[src/rtl/multdiv_unit_if.sv]
// Operand/result bundle between the processor pipeline and the iterative multiply/divide unit.
interface multdiv_unit_if;
  logic [31:0] data_operandA;
  logic [31:0] data_operandB;
  logic        ctrl_MULT;
  logic        ctrl_DIV;
  logic [31:0] data_result;
  logic        data_exception;
  logic        data_resultRDY;
  logic        busy;

  modport master (
    output data_operandA, data_operandB, ctrl_MULT, ctrl_DIV,
    input  data_result, data_exception, data_resultRDY, busy
  );

  modport slave (
    input  data_operandA, data_operandB, ctrl_MULT, ctrl_DIV,
    output data_result, data_exception, data_resultRDY, busy
  );
endinterface

[src/rtl/multdiv_unit.sv]
// Iterative signed 32-bit multiply (Booth radix-2) and restoring divide, 33-edge latency,
// single-cycle result-ready pulse; a new start pulse aborts and restarts any operation.
module multdiv_unit (
  input  logic           clock,
  input  logic           reset,
  multdiv_unit_if.slave  bus
);

  typedef enum logic [1:0] {
    IDLE = 2'd0,
    MUL  = 2'd1,
    DIV  = 2'd2,
    DONE = 2'd3
  } state_t;

  state_t      state_r;
  logic [5:0]  cnt_r;
  logic [31:0] op_a_r;
  logic [31:0] op_b_r;
  logic [65:0] prod_r;
  logic [31:0] rem_r;
  logic [31:0] quo_r;
  logic [31:0] dvs_r;
  logic [31:0] result_r;
  logic        exc_r;
  logic        rdy_r;
  logic        busy_r;

  logic [32:0] acc_s;
  logic [65:0] prod_next_s;
  logic [32:0] rem_sh_s;
  logic [32:0] diff_s;
  logic [31:0] rem_next_s;
  logic [31:0] quo_next_s;
  logic [31:0] div_q_s;
  logic        div_exc_s;

  function automatic logic [31:0] mag32(input logic [31:0] v);
    mag32 = v[31] ? (32'd0 - v) : v;
  endfunction

  function automatic logic fits_s32(input logic [63:0] p);
    fits_s32 = (&p[63:31]) | ~(|p[63:31]);
  endfunction

  // Booth step: 33-bit accumulator absorbs +/- 0x80000000 without overflow, then arithmetic shift.
  always_comb begin
    acc_s = prod_r[65:33];
    case (prod_r[1:0])
      2'b01:   acc_s = prod_r[65:33] + {op_a_r[31], op_a_r};
      2'b10:   acc_s = prod_r[65:33] - {op_a_r[31], op_a_r};
      default: acc_s = prod_r[65:33];
    endcase
    prod_next_s = {acc_s[32], acc_s, prod_r[32:1]};
  end

  // Restoring divide step on magnitudes, plus final sign correction and special cases.
  always_comb begin
    rem_sh_s = {rem_r, quo_r[31]};
    diff_s   = rem_sh_s - {1'b0, dvs_r};
    if (!diff_s[32]) begin
      rem_next_s = diff_s[31:0];
      quo_next_s = {quo_r[30:0], 1'b1};
    end else begin
      rem_next_s = rem_sh_s[31:0];
      quo_next_s = {quo_r[30:0], 1'b0};
    end
    if (op_b_r == 32'd0) begin
      div_q_s   = 32'd0;
      div_exc_s = 1'b1;
    end else if ((op_a_r == 32'h8000_0000) && (op_b_r == 32'hFFFF_FFFF)) begin
      div_q_s   = 32'h8000_0000;
      div_exc_s = 1'b1;
    end else begin
      div_q_s   = (op_a_r[31] ^ op_b_r[31]) ? (32'd0 - quo_r) : quo_r;
      div_exc_s = 1'b0;
    end
  end

  // Control FSM and datapath registers.
  always_ff @(posedge clock) begin
    if (!reset) begin
      state_r  <= IDLE;
      cnt_r    <= 6'd0;
      op_a_r   <= 32'd0;
      op_b_r   <= 32'd0;
      prod_r   <= 66'd0;
      rem_r    <= 32'd0;
      quo_r    <= 32'd0;
      dvs_r    <= 32'd0;
      result_r <= 32'd0;
      exc_r    <= 1'b0;
      rdy_r    <= 1'b0;
      busy_r   <= 1'b0;
    end else if (bus.ctrl_MULT || bus.ctrl_DIV) begin
      state_r <= bus.ctrl_MULT ? MUL : DIV;
      cnt_r   <= 6'd0;
      op_a_r  <= bus.data_operandA;
      op_b_r  <= bus.data_operandB;
      prod_r  <= {33'd0, bus.data_operandB, 1'b0};
      rem_r   <= 32'd0;
      quo_r   <= mag32(bus.data_operandA);
      dvs_r   <= mag32(bus.data_operandB);
      rdy_r   <= 1'b0;
      busy_r  <= 1'b1;
    end else begin
      case (state_r)
        IDLE: begin
          rdy_r  <= 1'b0;
          busy_r <= 1'b0;
        end
        MUL: begin
          if (cnt_r == 6'd32) begin
            state_r  <= DONE;
            result_r <= prod_r[32:1];
            exc_r    <= ~fits_s32(prod_r[64:1]);
            rdy_r    <= 1'b1;
            busy_r   <= 1'b0;
          end else begin
            prod_r <= prod_next_s;
            cnt_r  <= cnt_r + 6'd1;
          end
        end
        DIV: begin
          if (cnt_r == 6'd32) begin
            state_r  <= DONE;
            result_r <= div_q_s;
            exc_r    <= div_exc_s;
            rdy_r    <= 1'b1;
            busy_r   <= 1'b0;
          end else begin
            rem_r <= rem_next_s;
            quo_r <= quo_next_s;
            cnt_r <= cnt_r + 6'd1;
          end
        end
        DONE: begin
          state_r <= IDLE;
          rdy_r   <= 1'b0;
          busy_r  <= 1'b0;
        end
        default: begin
          state_r <= IDLE;
          rdy_r   <= 1'b0;
          busy_r  <= 1'b0;
        end
      endcase
    end
  end

  assign bus.data_result    = result_r;
  assign bus.data_exception = exc_r;
  assign bus.data_resultRDY = rdy_r;
  assign bus.busy           = busy_r;

endmodule

[src/flat_wrapper.sv]
// flat-port wrapper written by rule: the top's interface ports become plain ports
module multdiv_unit_flat 
  (clock, reset, bus_data_operandA, bus_data_operandB, bus_ctrl_MULT, bus_ctrl_DIV, bus_data_result, bus_data_exception, bus_data_resultRDY, bus_busy);
  multdiv_unit_if bus_i ();
  input  logic clock;
  input  logic reset;
  input wire logic [$bits(bus_i.data_operandA)-1:0] bus_data_operandA;
  input wire logic [$bits(bus_i.data_operandB)-1:0] bus_data_operandB;
  input wire logic [$bits(bus_i.ctrl_MULT)-1:0] bus_ctrl_MULT;
  input wire logic [$bits(bus_i.ctrl_DIV)-1:0] bus_ctrl_DIV;
  output wire logic [$bits(bus_i.data_result)-1:0] bus_data_result;
  output wire logic [$bits(bus_i.data_exception)-1:0] bus_data_exception;
  output wire logic [$bits(bus_i.data_resultRDY)-1:0] bus_data_resultRDY;
  output wire logic [$bits(bus_i.busy)-1:0] bus_busy;
  assign bus_i.data_operandA = bus_data_operandA;
  assign bus_i.data_operandB = bus_data_operandB;
  assign bus_i.ctrl_MULT = bus_ctrl_MULT;
  assign bus_i.ctrl_DIV = bus_ctrl_DIV;
  assign bus_data_result = bus_i.data_result;
  assign bus_data_exception = bus_i.data_exception;
  assign bus_data_resultRDY = bus_i.data_resultRDY;
  assign bus_busy = bus_i.busy;
  multdiv_unit u_core (.clock(clock), .reset(reset), .bus(bus_i));
endmodule
[config.mk]
export PLATFORM = sky130hd
export DESIGN_NAME = multdiv_unit_flat
export DESIGN_NICKNAME = d
export VERILOG_FILES = /design/src/rtl/multdiv_unit_if.sv /design/src/rtl/multdiv_unit.sv /design/src/flat_wrapper.sv
export SDC_FILE = /design/constraint.sdc
export NUM_CORES = 1
export LEC_CHECK = 0
export BUFFER_PORTS_ARGS = -buffer_cell sky130_fd_sc_hd__buf_2
export CAP_MARGIN = 20
export CORE_MARGIN = 1.5
export CORE_UTILIZATION = 35
export CTS_CLUSTER_DIAMETER = 40
export DETAILED_ROUTE_END_ITERATION = 16
export SETUP_SLACK_MARGIN = 0.5
export SYNTH_ARGS = -nofsm -noshare
export SYNTH_HDL_FRONTEND = slang
export SYNTH_SLANG_ARGS = --single-unit
[constraint.sdc]
create_clock -name clock -period 7.5 [get_ports clock]
set_input_delay 1.5 -clock clock [delete_from_list [all_inputs] [get_ports clock]]
set_output_delay 1.5 -clock clock [all_outputs]
set_load 0.05 [all_outputs]
Word level (Yosys, flattened, before mapping)
Cells that the tools add are included.
{"block": "word_totals", "ff_bits": 268, "elab_cells": 91}
{"block": "classes", "bitwise": 7, "n_eq_ne": 13, "n_mux": 31, "addsub": 7, "reduce_logical": 20}
{"cell": "$mux 32", "count": 11}
{"cell": "$mux 33", "count": 3}
{"cell": "$sub 1x32->32 const A", "count": 3}
{"cell": "$pmux 33 s2", "count": 1}
{"cell": "$eq 32x32->1 const B", "count": 2}
{"cell": "$pmux 32 s2", "count": 1}
{"cell": "$add 32x32->33", "count": 1}
{"cell": "$reduce_and 33->1", "count": 1}
{"cell": "$reduce_or 33->1", "count": 1}
{"cell": "$sub 32x32->33", "count": 1}
{"cell": "$sub 33x32->33", "count": 1}
{"cell": "$logic_not 32->1", "count": 1}
{"cell": "$reduce_and 2->1", "count": 6}
{"cell": "$mux 1", "count": 8}
{"cell": "$ne 2x1->1 const B", "count": 4}
{"cell": "$add 6x1->6 const B", "count": 1}
{"cell": "$eq 2x2->1 const B", "count": 3}
{"cell": "$eq 6x6->1 const B", "count": 1}
{"cell": "$mux 2", "count": 3}
{"cell": "$pmux 1 s2", "count": 3}
{"cell": "$reduce_bool 2->1", "count": 3}
{"cell": "$reduce_or 2->1", "count": 3}
{"cell": "$not 1->1", "count": 5}
{"cell": "$eq 2x1->1 const B", "count": 2}
{"cell": "other kinds (9)", "count": 9}

Longest topological paths before layout
{"block": "depth", "word_depth": 6, "ltp_mapped": 19, "depth_no_buf": 18}

Least setup slack after synthesis
OpenSTA, ideal clock, no wires.
{"block": "synth_timing", "path_type": "register to register", "start": "reg u_core.op_a_r[13]", "end": "reg u_core.prod_r[64]", "required_ns": 7.430, "setup_slack_ns": 3.359, "arrival_ns": 4.070, "path_stages_with_launch": 19, "period_less_slack_ns": 4.141, "path_buffers": 0, "setup_ns": 0.070, "cell_sequence": "dfxtp_1 > or4_4 > or4_1 > or3_4 > nor2_1 > nand2_1 > nor2_1 > a21oi_1 > xnor2_1 > ha_1 > a21o_1 > a21oi_1 > o21ai_0 > o41ai_1 > nand2_1 > o221ai_1 > xor2_1 > or4_1 > a21oi_1"}
{"block": "synth_between", "elab_chain_len": 2, "word_cells_on_any_way": 3}
{"element": "from (decl)", "line_no": "multdiv_unit.sv:18", "rtl": "logic [31:0] op_a_r;"}
{"element": "from (signal assigned)", "line_no": "multdiv_unit.sv:98", "rtl": "op_a_r <= bus.data_operandA;"}
{"element": "$sub 32x32->33 / $add 32x32->33 (equally long branches)", "line_no": "multdiv_unit.sv:51, multdiv_unit.sv:50"}
{"element": "$pmux 33 s2 (*)", "line_no": "multdiv_unit.sv:49", "rtl": "case (prod_r[1:0])"}
{"element": "to (signal assigned)", "line_no": "multdiv_unit.sv:100", "rtl": "prod_r <= {33'd0, bus.data_operandB, 1'b0};"}
{"element": "to (signal assigned)", "line_no": "multdiv_unit.sv:120", "rtl": "prod_r <= prod_next_s;"}
{"element": "to (decl)", "line_no": "multdiv_unit.sv:20", "rtl": "logic [65:0] prod_r;"}
Every way passes the cells marked *; elsewhere a longest branch is shown, timed or not.
A chain may end at the register's enable or synchronous reset.

Worst setup path after layout
Ends and elaborated chain as after synthesis.

==> impl_metrics.tcl <==
set metrics [dict create \
    fp.dieH_um 228 \
    firstDrtPassIters 5 \
    rows 82 \
    drive_gt1_share_pct 11.3 \
    ctsHoldBuffers 0 \
    final_area_sq_mm 0.0206 \
    cts_tree "done" \
    crit_path_max_fanout 12 \
    numCtsBuffers 53 \
    grt_pass1_vias 16134 \
    syn2layout_area_growth_pct 15.8 \
    synth_area_leaders "dfxtp_1 30%, nand2_1 8.5%, ha_1 5.3%" \
    grt_use_met3_pct 3.64 \
    post_cts_buffers 0 \
    synthArstFlopShare_pct 0 \
    hold_viol 0 \
    hp-start "u_core.prod_r[0]" \
    yosysTopAreaCell "dfxtp_1" \
    power.density_mw_per_mm2 238 \
    grt_max_degree 95 \
    finalMaxSlewViolations 0 \
    dp_slack_ns 2.80 \
    avgSynthCellArea_sq_um 7.76 \
    finalSetupViolations 0 \
    dpl_cell_area_sq_mm 0.0187 \
    finalCriticalPeriod_ns 4.74 \
    synth_edf_count 0 \
    ys_ff_latch 267 \
    syn-num-nets 2436 \
    ys.flop_type "dfxtp_1" \
    cap_viol_max_count 0 \
    seq_area_frac_synth_pct 30.1 \
    post-dp-hpwl_um 39600 \
    rsz0062_at_grt "no" \
    drc_errors 0 \
    final_nets 2467 \
    root_buffer "clkbuf_16" \
    finalCritPeriodShare_pct 63.2 \
    grt_use_met1_pct 27.9 \
    layout_setup_ws_ns 2.76 \
    cts-htree-levels 2 \
    drt-total-wl_um 55800 \
    core_area_sq_mm 0.0502 \
    worstPathArrival_ns 5.25 \
    critPathRequiredTime_ns 8.01 \
    crit_path_start "u_core.op_a_r[13]" \
    synthCells 2291 \
    whs_ns 0.456 \
    syn-cell-area_sq_mm 0.0178 \
    path_clk_slew_ns 0.05 \
    io_buffers 102 \
    die_w_um 228 \
    max_slew_margin_pct 27.1 \
    hold_class "reg2reg" \
    finalSetupTns_ns 0 \
    avgRoutedWirePerCell_um 18.4 \
    synth.distinct_cells 77 \
    final_antenna_net_count 0 \
    status "completed" \
    grt_pass1_wl_um 88300 \
    drt_iter0_drc 1274 \
    fillers 5067 \
    start_util_pct 35.4 \
    path_class "reg2reg" \
    ir_worst_vdd_uv 183 \
    max_freq_mhz 211 \
    clock_skew_ns 0.0336 \
    post_cts_resized 0 \
    grt_use_total_pct 20.8 \
    gr-total-overflow 0 \
    fin_util_pct 41.0 \
    place.gp.congestion 0.897 \
    crit_path_start_kind "flip-flop" \
    clkLatencyLatePin_ns 0.60 \
    p_leak_nw 8.67 \
    yosys.area.top_type_share_pct 30.1 \
    worstSetupEndpointType "flip-flop" \
    io-pin-count 103 \
    grtUsageMet2_pct 33.5 \
    reg2reg_from "u_core.op_a_r[13]" \
    synth_warnings 0 \
    antenna_found_initial 4 \
    via_per_inst 5.62 \
    tightest_slew_ns 1.09 \
    top_usage_layer "met2" \
    cts_sinks 267 \
    vias 17088 \
    die-area_sq_mm 0.0522 \
    clk_path_buf_depth 3 \
]
[critical path, stage by stage (launching register included)]
cell	delay, ns
dfxtp_1	0.36
or4_4	0.57
or4_1	0.44
or3_4	0.37
nor2_1	0.14
nand2_1	0.07
nor2_1	0.23
a21oi_1	0.13
xnor2_1	0.21
ha_1	0.38
a21o_1	0.22
a21oi_1	0.13
o21ai_0	0.10
o41ai_1	0.33
nand2_1	0.09
o221ai_1	0.22
xor2_1	0.11
or4_1	0.40
a21oi_1	0.16
[per-stage QoR]
stage	cells	power (mW)
after floorplan	2291	2.25
after global placement	2938	2.49
after detailed placement	2938	2.50
after CTS	3037	4.94
after global routing	3040	5.12
final	3040	4.91
[metal layers]
metal | vias up | routed length, um
li1 | 8343 | -
met1 | 8137 | 25600
met2 | 508 | 25100
met3 | 98 | 3360
met4 | 2 | 1770
met5 | - | 13
[flip-flops by register name, summed over array words and instances (netlist names), 2 cells and up]
register and flops:
u_core.op_a_r 32, u_core.state_r 2, u_core.cnt_r 6, u_core.op_b_r 32, u_core.prod_r 65, u_core.rem_r 32
u_core.dvs_r 31, u_core.quo_r 32, u_core.bus.data_result 32
[placed cells by master, fill, tap and decap left out, types with 54 or more instances in the layout]
cell type  instances
a21boi_0          70
buf_2            101
nor2_1           143
ha_1              75
clkbuf_16         54
nand2_1          400
xnor2_1           95
inv_1             81
o211a_1           74
dfxtp_1          267
nand3_1           84
o21ai_0          112
xor2_1            78
a21oi_1          137
[worst paths after layout]
| check | endpoint | slack [ns] | depth (start not counted) |
|---|---|---|---|
| setup reg to reg | u_core.prod_r[64] | 2.76 | 18 |
| hold / removal | u_core.prod_r[0] | 0.46 | 2 |
| hold reg to reg | u_core.prod_r[0] | 0.46 | 2 |
| setup / recovery | u_core.prod_r[64] | 2.76 | 18 |
[report_power, final]
group | switching [mW] | total (mW) | internal, mW
sequential | 0.0852 | 1.59 | 1.50
combinational | 0.574 | 0.903 | 0.329
clock | 0.908 | 2.42 | 1.51
total | 1.57 | 4.91 | 3.34
[logic make-up after synthesis]
family	synth area share [%]
compound gates	26.3
fa+ha+maj	5.50
mux	1.97
buf+inv	4.96
simple gates	22.7
flops	30.1
xor+xnor	8.52
[cell type report]
cell class | instances | area [sq um] | area share [%]
sequential | 267 | 5350 | 26.0
timing repair buffer | 121 | 656 | 3.18
multi-input combinational | 1796 | 11600 | 56.3
clock inverter | 40 | 440 | 2.14
inverter | 83 | 312 | 1.51
antenna | 2 | 5.00 | 0.0243
clock buffer | 59 | 1390 | 6.75
tap | 672 | 841 | 4.08
[synth_stat cells, types with 12 or more instances]
cell type    n
and2_1      18
xor2_1      78
a31oi_1     31
nand3_1     85
xnor2_1     95
or3_1       12
inv_1       81
or4_1       19
clkbuf_1   131
o211ai_1    20
nor2_1     145
a211oi_1    39
a21oi_1    138
o21ai_0    112
a221oi_2    26
ha_1        75
a21o_1      26
o211a_1     74
nor4_1      34
dfxtp_1    267
mux2i_1     35
o41ai_1     12
nand2_1    402
nor3_1      25
and3_1      19
nor3b_1     20
o31ai_1     29
a21boi_0    70
nand4_1     31
(Power assumes the default switching activity.)
